`src/rtl/pause_frame_tx.sv`:
```
//-----------------------------------------------------------------------------
// pause_frame_tx
//
// Builds IEEE 802.3x MAC Control PAUSE frames on the clk_125 transmit side.
// An XOFF frame goes out while the local receive path reports congestion.
// The XOFF is re-sent periodically while congestion persists. The block emits
// only the 60-byte frame body; tx_mac adds the preamble, SFD and FCS.
//
// Build option:
//   PAUSE_FRAME_XON_EN  when defined, an XON frame (pause_time 0000) is sent
//                       when congestion clears. When undefined, the block
//                       returns to idle and lets the link partner time out.
//
// Ports:
//   clk               clk_125 domain clock
//   reset_n           asynchronous active-low reset
//   pause_req         congestion level from the receive FIFO (already synced)
//   cfg_quanta        runtime pause_time for XOFF frames
//   cfg_quanta_valid  selects cfg_quanta instead of DEFAULT_QUANTA
//   m_axis_tdata      frame byte
//   m_axis_tvalid     byte valid
//   m_axis_tlast      last byte of the frame (index 59)
//   m_axis_trdy       downstream accepts the current byte
//   tx_pause          high while any pause frame is on the stream
//   pause_active      high from an XOFF tlast until the pause is released
//-----------------------------------------------------------------------------
module pause_frame_tx #(
   parameter logic [47:0] SRC_MAC        = 48'h02_00_00_00_00_01,
   parameter logic [15:0] DEFAULT_QUANTA = 16'hFFFF,
   parameter logic [23:0] REFRESH_CYCLES = 24'd2_000_000
) (
   input  logic        clk,
   input  logic        reset_n,
   input  logic        pause_req,
   input  logic [15:0] cfg_quanta,
   input  logic        cfg_quanta_valid,
   output logic [7:0]  m_axis_tdata,
   output logic        m_axis_tvalid,
   output logic        m_axis_tlast,
   input  logic        m_axis_trdy,
   output logic        tx_pause,
   output logic        pause_active
);

   localparam logic [5:0] LAST_IDX = 6'd59;

`ifdef PAUSE_FRAME_XON_EN
   typedef enum logic [1:0] {
      ST_IDLE      = 2'd0,
      ST_SEND_XOFF = 2'd1,
      ST_HOLDOFF   = 2'd2,
      ST_SEND_XON  = 2'd3
   } state_t;
`else
   typedef enum logic [1:0] {
      ST_IDLE      = 2'd0,
      ST_SEND_XOFF = 2'd1,
      ST_HOLDOFF   = 2'd2
   } state_t;
`endif

   state_t      state_r, state_s;
   logic [5:0]  byte_cnt_r, byte_cnt_s;
   logic [23:0] refresh_cnt_r, refresh_cnt_s;
   logic [15:0] quanta_r, quanta_s;
   logic [7:0]  tdata_r, tdata_s;
   logic        tvalid_r, tvalid_s;
   logic        tlast_r, tlast_s;
   logic        tx_pause_r, tx_pause_s;
   logic        pause_active_r, pause_active_s;
   logic        xfer_s;
   logic [15:0] xoff_quanta_s;

   // Frame body byte for a given index; pause_time is the latched value.
   function automatic logic [7:0] frame_byte(input logic [5:0] idx,
                                             input logic [15:0] quanta);
      logic [7:0] b;
      case (idx)
         6'd0:    b = 8'h01;
         6'd1:    b = 8'h80;
         6'd2:    b = 8'hC2;
         6'd3:    b = 8'h00;
         6'd4:    b = 8'h00;
         6'd5:    b = 8'h01;
         6'd6:    b = SRC_MAC[47:40];
         6'd7:    b = SRC_MAC[39:32];
         6'd8:    b = SRC_MAC[31:24];
         6'd9:    b = SRC_MAC[23:16];
         6'd10:   b = SRC_MAC[15:8];
         6'd11:   b = SRC_MAC[7:0];
         6'd12:   b = 8'h88;
         6'd13:   b = 8'h08;
         6'd14:   b = 8'h00;
         6'd15:   b = 8'h01;
         6'd16:   b = quanta[15:8];
         6'd17:   b = quanta[7:0];
         default: b = 8'h00;
      endcase
      return b;
   endfunction

   assign xfer_s        = tvalid_r && m_axis_trdy;
   assign xoff_quanta_s = cfg_quanta_valid ? cfg_quanta : DEFAULT_QUANTA;

   // Next-state and next-output computation for every registered signal.
   always_comb begin
      state_s        = state_r;
      byte_cnt_s     = byte_cnt_r;
      refresh_cnt_s  = refresh_cnt_r;
      quanta_s       = quanta_r;
      tdata_s        = tdata_r;
      tvalid_s       = tvalid_r;
      tlast_s        = tlast_r;
      tx_pause_s     = tx_pause_r;
      pause_active_s = pause_active_r;

      case (state_r)
         ST_IDLE: begin
            if (pause_req) begin
               state_s    = ST_SEND_XOFF;
               quanta_s   = xoff_quanta_s;
               byte_cnt_s = 6'd0;
            end else begin
               state_s    = ST_IDLE;
            end
         end

`ifdef PAUSE_FRAME_XON_EN
         ST_SEND_XOFF, ST_SEND_XON: begin
`else
         ST_SEND_XOFF: begin
`endif
            // The first cycle in a send state only raises tvalid, so the
            // stream always shows at least one idle cycle between frames.
            if (!tvalid_r) begin
               tvalid_s   = 1'b1;
               tx_pause_s = 1'b1;
               byte_cnt_s = 6'd0;
               tdata_s    = frame_byte(6'd0, quanta_r);
               tlast_s    = 1'b0;
            end else if (xfer_s) begin
               if (byte_cnt_r == LAST_IDX) begin
                  tvalid_s   = 1'b0;
                  tx_pause_s = 1'b0;
                  tlast_s    = 1'b0;
                  tdata_s    = 8'h00;
                  byte_cnt_s = 6'd0;
                  if (state_r == ST_SEND_XOFF) begin
                     state_s        = ST_HOLDOFF;
                     refresh_cnt_s  = REFRESH_CYCLES - 24'd1;
                     pause_active_s = 1'b1;
                  end else begin
                     state_s        = ST_IDLE;
                     pause_active_s = 1'b0;
                  end
               end else begin
                  byte_cnt_s = byte_cnt_r + 6'd1;
                  tdata_s    = frame_byte(byte_cnt_r + 6'd1, quanta_r);
                  tlast_s    = ((byte_cnt_r + 6'd1) == LAST_IDX);
               end
            end else begin
               // Stalled: hold the presented byte unchanged.
               tvalid_s = 1'b1;
            end
         end

         ST_HOLDOFF: begin
            // A released pause_req wins over a refresh falling due.
            if (!pause_req) begin
               refresh_cnt_s = 24'd0;
`ifdef PAUSE_FRAME_XON_EN
               state_s       = ST_SEND_XON;
               quanta_s      = 16'h0000;
               byte_cnt_s    = 6'd0;
`else
               state_s        = ST_IDLE;
               pause_active_s = 1'b0;
`endif
            end else if (refresh_cnt_r == 24'd0) begin
               state_s    = ST_SEND_XOFF;
               quanta_s   = xoff_quanta_s;
               byte_cnt_s = 6'd0;
            end else begin
               refresh_cnt_s = refresh_cnt_r - 24'd1;
            end
         end

         default: begin
            state_s        = ST_IDLE;
            byte_cnt_s     = 6'd0;
            refresh_cnt_s  = 24'd0;
            quanta_s       = 16'h0000;
            tdata_s        = 8'h00;
            tvalid_s       = 1'b0;
            tlast_s        = 1'b0;
            tx_pause_s     = 1'b0;
            pause_active_s = 1'b0;
         end
      endcase
   end

   // State and output registers; reset clears everything at once, so a
   // frame in flight is simply truncated.
   always_ff @(posedge clk or negedge reset_n) begin
      if (!reset_n) begin
         state_r        <= ST_IDLE;
         byte_cnt_r     <= 6'd0;
         refresh_cnt_r  <= 24'd0;
         quanta_r       <= 16'h0000;
         tdata_r        <= 8'h00;
         tvalid_r       <= 1'b0;
         tlast_r        <= 1'b0;
         tx_pause_r     <= 1'b0;
         pause_active_r <= 1'b0;
      end else begin
         state_r        <= state_s;
         byte_cnt_r     <= byte_cnt_s;
         refresh_cnt_r  <= refresh_cnt_s;
         quanta_r       <= quanta_s;
         tdata_r        <= tdata_s;
         tvalid_r       <= tvalid_s;
         tlast_r        <= tlast_s;
         tx_pause_r     <= tx_pause_s;
         pause_active_r <= pause_active_s;
      end
   end

   assign m_axis_tdata  = tdata_r;
   assign m_axis_tvalid = tvalid_r;
   assign m_axis_tlast  = tlast_r;
   assign tx_pause      = tx_pause_r;
   assign pause_active  = pause_active_r;

   pause_frame_tx_chk u_chk (
      .clk           (clk),
      .reset_n       (reset_n),
      .m_axis_tdata  (tdata_r),
      .m_axis_tvalid (tvalid_r),
      .m_axis_tlast  (tlast_r),
      .m_axis_trdy   (m_axis_trdy),
      .tx_pause      (tx_pause_r)
   );

endmodule

//-----------------------------------------------------------------------------
// pause_frame_tx_chk
//
// Protocol properties of the pause frame stream.
// Ports: clk, reset_n, and the AXI-Stream outputs plus tx_pause of the block.
//-----------------------------------------------------------------------------
module pause_frame_tx_chk (
   input logic       clk,
   input logic       reset_n,
   input logic [7:0] m_axis_tdata,
   input logic       m_axis_tvalid,
   input logic       m_axis_tlast,
   input logic       m_axis_trdy,
   input logic       tx_pause
);

   // A stalled byte must stay presented and unchanged.
   a_hold_on_stall: assert property (@(posedge clk) disable iff (!reset_n)
      (m_axis_tvalid && !m_axis_trdy) |=>
      (m_axis_tvalid && $stable(m_axis_tdata) && $stable(m_axis_tlast)));

   // tlast only ever accompanies a valid byte.
   a_tlast_valid: assert property (@(posedge clk) disable iff (!reset_n)
      m_axis_tlast |-> m_axis_tvalid);

   // tx_pause covers exactly the cycles a frame is on the stream.
   a_tx_pause: assert property (@(posedge clk) disable iff (!reset_n)
      tx_pause == m_axis_tvalid);

endmodule

```
`config.mk`:
```
export PLATFORM = sky130hd
export DESIGN_NAME = pause_frame_tx
export DESIGN_NICKNAME = d
export VERILOG_FILES = /design/src/rtl/pause_frame_tx.sv
export SDC_FILE = /design/constraint.sdc
export NUM_CORES = 1
export LEC_CHECK = 0
export CORE_ASPECT_RATIO = 0.9
export CORE_UTILIZATION = 50
export DETAILED_ROUTE_END_ITERATION = 8
export PLACE_DENSITY = 0.74
export SYNTH_ARGS = -nofsm -noshare
export SYNTH_HDL_FRONTEND = slang
export SYNTH_SLANG_ARGS = --single-unit
```
`constraint.sdc`:
```
create_clock -name clk -period 4.1 [get_ports clk]
set_clock_uncertainty 0.1 [all_clocks]
set_input_delay 0.41 -clock clk [delete_from_list [all_inputs] [get_ports clk]]
set_output_delay 0.41 -clock clk [all_outputs]
set_load 0.05 [all_outputs]
```
==> results.ini, run 1 <==
[critical_path]
worstPathMaxFanout=15
endpoint_kind=flip-flop
critPathKind=flip-flop to flip-flop
startpoint_type=flip-flop
arrival_ns=3.23
reg2reg_to=refresh_cnt_r[6]
reg2reg_slack_ns=1.0
required_ns=4.23
worst_r2r_path_depth=6
r2r_start=byte_cnt_r[0]

[yosys]
synth.distinct_cells=63
yosysWarnings=0
synth_top_area_cell=dfrtp_1
synth_top_area_share=0.404
yosys-top-cells-area=dfrtp_1 40%, mux2_2 6.4%, a21oi_1 4.9%
yosysMostFrequentCell=dfrtp_1
syn_nets=456
ys_seq_elements=60
synthFlopType=dfrtp_1
syn_avg_cell_area_um2=8.76
netlist_area_mm2=0.00371
synth.cells.most_frequent=60 x dfrtp_1, 37 x nor2_1, 36 x a21oi_1, 36 x o21ai_0, 28 x inv_1
synth-edff-count=0
synth_seq_area_share=0.404
synthCells=424
async_flop_share=1.00

[clock_network]
path_clk_slew_ns=0.07
cts_buffers=9
htreeDepth=3
cts_buffer_depth=2
cts_tree=yes
clk_root_buffer_cell=clkbuf_8
cts_resized=0
clk_latency_ns=0.34
cts_sinks=60

[finish]
fill_cells=654
final_core_util=0.606
layout-drive-gt1-share=0.124
final_nets=480
area.growth.synth_to_final_pct=16.0
diodes=0

[global_routing]
grt_pass1_wl_mm=15.4
grt_max_degree=38
grt_pass1_vias=3110
grt_usage=0.254
antenna_found_initial=0
gr-total-overflow=0

[floorplanning]
num_rows=29
die_x_um=92.8
die_y_um=83.8
die_area_mm2=0.00778
core_mm2=0.00711
pin_count=33
initial_core_util=0.522

[sta]
drv_slew=0
finalCritPeriodShare=0.756
slew_headroom=0.413
tns_ns=0
finalCriticalPeriod_ns=3.10
fin_ws_ns=0.999
fmax_mhz=322
rsz0062_at_grt=no
final-hold-violation-count=0
finalSetupViolations=0
tightest_slew_ns=0.872

[pwr]
swShare=0.433
p_leak_nw=1.81
seq_power_share=0.307
p_switching_mw=1.24
irDropWorstVdd_uv=389
p_per_area_mw_per_mm2=664
p_int_mw=1.62
p_clk_frac=0.211
p_comb_frac=0.482

[detailed_routing]
routed_wl_mm=9.15
ant_nets=0
post-route-drc-count=0
firstDrtPassIters=5
vias=3300
vias_per_cell=6.04
drt-initial-drc-count=261
wl_per_cell_um=16.8

[hold_path]
hold_path_depth=2
min_from=m_axis_tlast
min_to=m_axis_tlast
hold_path.class=flip-flop to flip-flop

[placed_design]
finalWeightedCongestion=0.893
place_ws_ns=1.05
dp_hpwl_mm=6.53
numPortBuffers=32

[status]
status=finished clean

[job]
max-cap-violations=0

==> area by class of cell <==
type	instances	area, um^2	area share
Timing Repair Buffer	37	355	0.0825
Clock buffer	9	124	0.0288
Multi-Input combinational cell	312	2000	0.465
Clock inverter	7	101	0.0235
Inverter	28	105	0.0244
Sequential cell	60	1500	0.349
Tap cell	93	116	0.0270
==> kinds of logic after synthesis <==
| family | after synthesis | synth area share |
|---|---|---|
| and+or+nand+nor | 139 | 0.191 |
| AOI/OAI and AO/OA | 134 | 0.231 |
| DFF | 60 | 0.404 |
| buffers and inverters | 52 | 0.0559 |
| muxes | 23 | 0.0691 |
| adders and majority gates | 11 | 0.0371 |
| xor gates and xnor gates | 5 | 0.0118 |
==> registers in the layout, indices dropped and copies added (netlist names) <==
register	flops
refresh_cnt_r	24
m_axis_tlast	1
tx_pause	1
pause_active	1
quanta_r	16
m_axis_tdata	8
byte_cnt_r	6
state_r	2
m_axis_tvalid	1
==> per-stage QoR <==
step / instance area [um^2] / power (mW) / hold WS [ns] / instances
finish: 4310 / 2.86 / 0.377 / 546
floorplan: 3710 / 1.90 / 0.0144 / 424
global placement: 4070 / 2.21 / 0.338 / 529
global route: 4310 / 3.07 / 0.428 / 546
detailed placement: 4070 / 2.25 / 0.349 / 529
CTS: 4310 / 2.86 / 0.388 / 546
==> power by group through the flow <==
stage                     logic (mW)  registers, mW  clock network (mW)
after floorplan                 1.00          0.904                   0
after global placement          1.33          0.873                   0
after detailed placement        1.36          0.885                   0
after CTS                       1.37          0.875               0.612
after global routing            1.53          0.898               0.637
final                           1.38          0.878               0.603
==> timing repair <==
| item | CTS | global route |
|---|---|---|
| endpoints found under the hold margin | 23 | 0 |
| buffers inserted | 0 | 0 |
| hold buffers | 1 | 0 |
==> routing by layer <==
metal / up-vias / share of wire / global-route usage
met5: - / 0 / 0
met1: 1598 / 0.50 / 0.386
met3: 10 / 0.054 / 0.0601
li1: 1596 / - / -
met2: 96 / 0.44 / 0.358
met4: 0 / 0.010 / 0.0713
==> critical path, stage by stage, from the launching register on <==
cell and delay, ns:
dfrtp_1 0.50, ha_1 0.48, nand2b_1 0.19, o31a_1 0.41
nor2_2 0.30, nand3_1 0.52, o311ai_0 0.49
==> worst max-delay path by stage <==
| stage | startpoint | to | slack (ns) |
|---|---|---|---|
| after floorplan | refresh_cnt_r[2] | refresh_cnt_r[15] | 1.85 |
| after global placement | m_axis_trdy | refresh_cnt_r[6] | 1.17 |
| after detailed placement | byte_cnt_r[0] | refresh_cnt_r[22] | 1.05 |
| after CTS | byte_cnt_r[0] | refresh_cnt_r[6] | 1.05 |
| after global routing | byte_cnt_r[0] | refresh_cnt_r[22] | 0.72 |
| final | byte_cnt_r[0] | refresh_cnt_r[6] | 1.0 |
==> cell usage in the layout (no fill, tap or decap), drive strengths merged, types with 4 or more instances in the layout <==
master         instances
a211oi                 5
inv                   28
o211ai                 7
clkdlybuf4s50         31
nand4                  7
nor4                   4
or3                    4
and3                   6
o22ai                  4
o31ai                  5
dfrtp                 60
nand2b                 4
clkbuf                 9
nor2b                  4
mux2                  21
a31oi                  4
nor3                  14
nand2                 26
nand3                 14
a22oi                  4
ha                    11
nor2                  38
o41ai                  5
a21oi                 36
or2                    4
nor3b                  4
o21ai                 42
buf                    5
No activity file was read; power rests on OpenSTA's default activity.
==> inputs of run 2 (changes only) <==
==> constraint.sdc (replaced) <==
create_clock -name clk -period 3.1 [get_ports clk]
set_clock_uncertainty 0.1 [all_clocks]
set_input_delay 0.31 -clock clk [delete_from_list [all_inputs] [get_ports clk]]
set_output_delay 0.31 -clock clk [all_outputs]
set_load 0.05 [all_outputs]
==> run 2 against run 1 <==
Net effect: worst setup slack worse by 0.65 ns; sequential share of layout area is 0.30 points lower; total power is 32% higher; maximum frequency is 13% higher; clock-buffer cell count is 3 higher; first-iteration DRC count is 12% higher; non-clock buffer count is 8 higher; cell area is 0.87% higher; global-route usage is 0.31 points lower; utilization is 0.53 points higher; die area stayed put.
==> results.ini, run 2 (synthesized netlist as in run 1, its figures left out) <==
[pwr]
power.total_mw=3.79
p_per_area_mw_per_mm2=872
p_leak_nw=1.85
irDropWorstVdd_uv=556

[detailed_routing]
routed_wl_mm=9.15
post-route-drc-count=0
vias=3352
drt-initial-drc-count=292
wl_per_cell_um=16.5
firstDrtPassIters=5
vias_per_cell=6.05
ant_nets=0

[sta]
finalCriticalPeriod_ns=2.76
rsz0062_at_grt=no
drv_slew=0
slew_headroom=0.506
fmax_mhz=363
whs_ns=0.372
finalSetupViolations=0
finalCritPeriodShare=0.889
final-hold-violation-count=0
fin_ws_ns=0.345
tns_ns=0
tightest_slew_ns=0.741

[finish]
final_cell_mix=60 x dfrtp_1, 37 x nor2_1, 36 x a21oi_1, 36 x o21ai_0, 31 x clkdlybuf4s50_1
area.growth.synth_to_final_pct=17.0
finalInstanceArea_mm2=0.00435
finalNonFillerCells=554
final_common_cell=dfrtp_1
final_core_util=0.611
top_register=refresh_cnt_r
final_nets=488
diodes=0
largest_register_ffs=24
layout-drive-gt1-share=0.137
fill_cells=624

[placed_design]
dp_cells=537
finalWeightedCongestion=0.935
placed_area_mm2=0.00413
place_ws_ns=0.411
numPortBuffers=32
dp_hpwl_mm=6.57

[clock_network]
cts_sinks=60
cts_buffer_depth=2
cts_buffers=9
hold_buffers=1
cts_setup_buffers=0
cts_resized=0
htreeDepth=3
clk_latency_ns=0.35
path_clk_slew_ns=0.07
clk_root_buffer_cell=clkbuf_8
cts_tree=yes

[critical_path]
required_ns=3.18
slowest_delay_ns=0.55
path_buf_inv=1
critical-path-top-delay-family=simple AND/OR/NAND/NOR gates
startpoint_type=flip-flop
crit_chain=inv_1 > ha_1 > nor4b_1 > nand4_1 > or2_1 > o2111ai_2 > o311ai_0
endpoint_kind=flip-flop
worst_r2r_path_depth=7
critPathSlowestCell=o2111ai_2
reg2reg_to=refresh_cnt_r[6]
arrival_ns=2.83
r2r_start=refresh_cnt_r[0]
worstPathMaxFanout=11
reg2reg_slack_ns=0.34
critPathKind=flip-flop to flip-flop

[global_routing]
grt_pass1_vias=3142
gr-total-overflow=0
gr-usage-met2=0.353
grt_max_degree=24
busiest_layer=met1
antenna_found_initial=0
met1_usage=0.375
grt_usage=0.251
grt_use_met3=0.0710
grt_pass1_wl_mm=15.3

[floorplanning]
die_area_mm2=0.00778
die_y_um=83.8
initial_core_util=0.522
core_mm2=0.00711
die_x_um=92.8
pin_count=33
num_rows=29

[status]
status=finished clean

[job]
max-cap-violations=0

[hold_path]
hold_path.class=input port to asynchronous set/reset pin

## run 2: per-layer routing
layer	vias to the layer above	part of all wire
met1	1638	0.50
met4	0	0.012
met2	93	0.43
met3	9	0.052
li1	1612	-
met5	-	0
## run 2: worst max-delay path by stage
stage | start | endpoint | slack (ns) | cells past startpoint
6_report | refresh_cnt_r[0] | refresh_cnt_r[6] | 0.34 | 7
5_1_grt | refresh_cnt_r[0] | refresh_cnt_r[6] | 0.12 | 7
4_1_cts | refresh_cnt_r[0] | refresh_cnt_r[6] | 0.38 | 7
3_5_place_dp | refresh_cnt_r[0] | refresh_cnt_r[6] | 0.41 | 7
3_3_place_gp | refresh_cnt_r[0] | refresh_cnt_r[6] | 0.57 | 7
2_1_floorplan | refresh_cnt_r[2] | refresh_cnt_r[15] | 0.85 | 6
## run 2: final cells by class
class / instances / area (um^2) / share of cell area
clock buffers: 12 / 155 / 0.0357
clock inverters: 4 / 47.5 / 0.0109
inverters: 28 / 105 / 0.0242
multi-input cells: 312 / 2000 / 0.461
flip-flops and latches: 60 / 1500 / 0.346
well taps: 93 / 116 / 0.0268
repair buffers: 45 / 415 / 0.0956
## run 2: where the power goes
group	internal [mW]	switching [mW]	total, mW	leakage [nW]
logic	0.758	1.14	1.90	0.958
clock network	0.412	0.315	0.728	0.102
registers	0.997	0.166	1.16	0.790
total	2.17	1.62	3.79	1.85
==> inputs of run 3 (changes only) <==
--- a/config.mk
+++ b/config.mk
@@ -6,9 +6,10 @@
 export NUM_CORES = 1
 export LEC_CHECK = 0
 export CORE_ASPECT_RATIO = 0.9
-export CORE_UTILIZATION = 50
+export CORE_UTILIZATION = 26
 export DETAILED_ROUTE_END_ITERATION = 8
-export PLACE_DENSITY = 0.74
+export DONT_BUFFER_PORTS = 1
+export PLACE_DENSITY = 0.42
 export SYNTH_ARGS = -nofsm -noshare
 export SYNTH_HDL_FRONTEND = slang
 export SYNTH_SLANG_ARGS = --single-unit
==> run 3 against run 2 <==
Net effect: worst hold slack worse by 0.32 ns; non-clock buffer count down 27; maximum frequency up 7.5%; clock power up 63%; global-route usage down 9.8 points; combinational power down 2%; register-to-register slack better by 0.19 ns; critical path depth down 2; critical endpoint unchanged; total power up 13%; sequential power up 4%.
==> results.ini, run 3 (synthesized netlist as in run 1, its figures left out) <==
[status]
status=finished clean

[critical_path]
worstPathMaxFanout=11
critPathSlowestCell=o2111ai_2
reg2reg_slack_ns=0.54
crit_chain=nor3_1 > nand4_1 > or2_1 > o2111ai_2 > o311ai_0
endpoint_kind=flip-flop
path_buf_inv=0
worst_r2r_path_depth=5
slowest_delay_ns=0.57
critical-path-top-delay-family=simple AND/OR/NAND/NOR gates
startpoint_type=flip-flop
required_ns=3.19
critPathKind=flip-flop to flip-flop
r2r_start=refresh_cnt_r[18]
arrival_ns=2.65
reg2reg_to=refresh_cnt_r[6]

[placed_design]
finalWeightedCongestion=0.783
numPortBuffers=0
placed_area_mm2=0.00397
dp_hpwl_mm=7.33
place_ws_ns=0.565

[clock_network]
clk_root_buffer_cell=clkbuf_16
htreeDepth=3
path_clk_slew_ns=0.06
cts_resized=0
cts_buffer_depth=2
clk_latency_ns=0.35
cts_tree=yes
cts_setup_buffers=0
cts_buffers=9
hold_buffers=2
cts_sinks=60

[floorplanning]
initial_core_util=0.265
die_x_um=128
die_area_mm2=0.0148
die_y_um=115
num_rows=41
pin_count=33
core_mm2=0.0140

[pwr]
p_leak_nw=1.83
irDropWorstVdd_uv=296
p_per_area_mw_per_mm2=978

[finish]
final_nets=461
multiInputGateArea_mm2=0.00200
final_common_cell=dfrtp_1
top_register=refresh_cnt_r
layout.area.seq_mm2=0.00150
area.growth.synth_to_final_pct=17.4
finalInstanceArea_mm2=0.00436
fill_cells=1463
largest_register_ffs=24
layout-drive-gt1-share=0.157
final_cell_mix=60 x dfrtp_1, 37 x nor2_1, 36 x a21oi_1, 36 x o21ai_0, 28 x inv_1
diodes=0
final_core_util=0.311

[sta]
slew_headroom=0.530
fmax_mhz=390
rsz0062_at_grt=no
finalCriticalPeriod_ns=2.56
tns_ns=0
fin_ws_ns=0.537
final-hold-violation-count=0
finalCritPeriodShare=0.827
drv_slew=0
finalSetupViolations=0
tightest_slew_ns=0.705

[hold_path]
hold_path.class=input port to flip-flop
min_from=pause_req
min_to=state_r[0]
hold_path_depth=2

[detailed_routing]
vias=3285
post-route-drc-count=0
wl_per_cell_um=16.9
vias_per_cell=5.24
ant_nets=0
routed_wl_mm=10.6
drt-initial-drc-count=168
firstDrtPassIters=4

[global_routing]
gr-total-overflow=0
grt_max_degree=61
grt_pass1_vias=3158
grt_usage=0.153
grt_pass1_wl_mm=17.3
antenna_found_initial=0

[job]
max-cap-violations=0

==> run 3: worst max-delay path by stage <==
stage | slack (ns) | depth (start not counted) | end | start
floorplan | 0.85 | 6 | refresh_cnt_r[15] | refresh_cnt_r[2]
global placement | 0.56 | 7 | refresh_cnt_r[6] | refresh_cnt_r[0]
detailed placement | 0.57 | 5 | refresh_cnt_r[10] | refresh_cnt_r[18]
CTS | 0.56 | 5 | refresh_cnt_r[6] | refresh_cnt_r[12]
global route | 0.38 | 5 | refresh_cnt_r[6] | refresh_cnt_r[18]
finish | 0.54 | 5 | refresh_cnt_r[6] | refresh_cnt_r[18]
==> run 3: cell type report <==
cell class | instances | area share
clock buffer | 9 | 0.0517
clock inverter | 7 | 0.0284
inverter | 28 | 0.0241
multi-input combinational | 312 | 0.460
sequential | 60 | 0.344
tap | 193 | 0.0554
timing repair buffer | 18 | 0.0362
==> run 3: routing by layer <==
metal / GRT usage / vias to the layer above / routed length [um] / share of wire
met4: 0.0784 / 0 / 228 / 0.022
met3: 0.0289 / 16 / 506 / 0.048
met1: 0.228 / 1639 / 5490 / 0.52
met5: 0 / - / 0 / 0
met2: 0.208 / 64 / 4340 / 0.41
li1: - / 1566 / - / -
==> run 3: per-stage QoR <==
step	cells	total power [mW]	hold slack, ns
finish	627	4.27	0.0561
global route	627	4.55	0.0800
CTS	627	4.29	0.0516
detailed placement	609	3.06	-0.0837
global placement	609	3.05	-0.0834
floorplan	424	2.52	-0.0856
==> run 3: power breakdown <==
part / total [mW] / internal [mW] / switching, mW
registers: 1.21 / 0.996 / 0.219
clock network: 1.19 / 0.790 / 0.398
logic: 1.86 / 0.736 / 1.13
total: 4.27 / 2.52 / 1.74
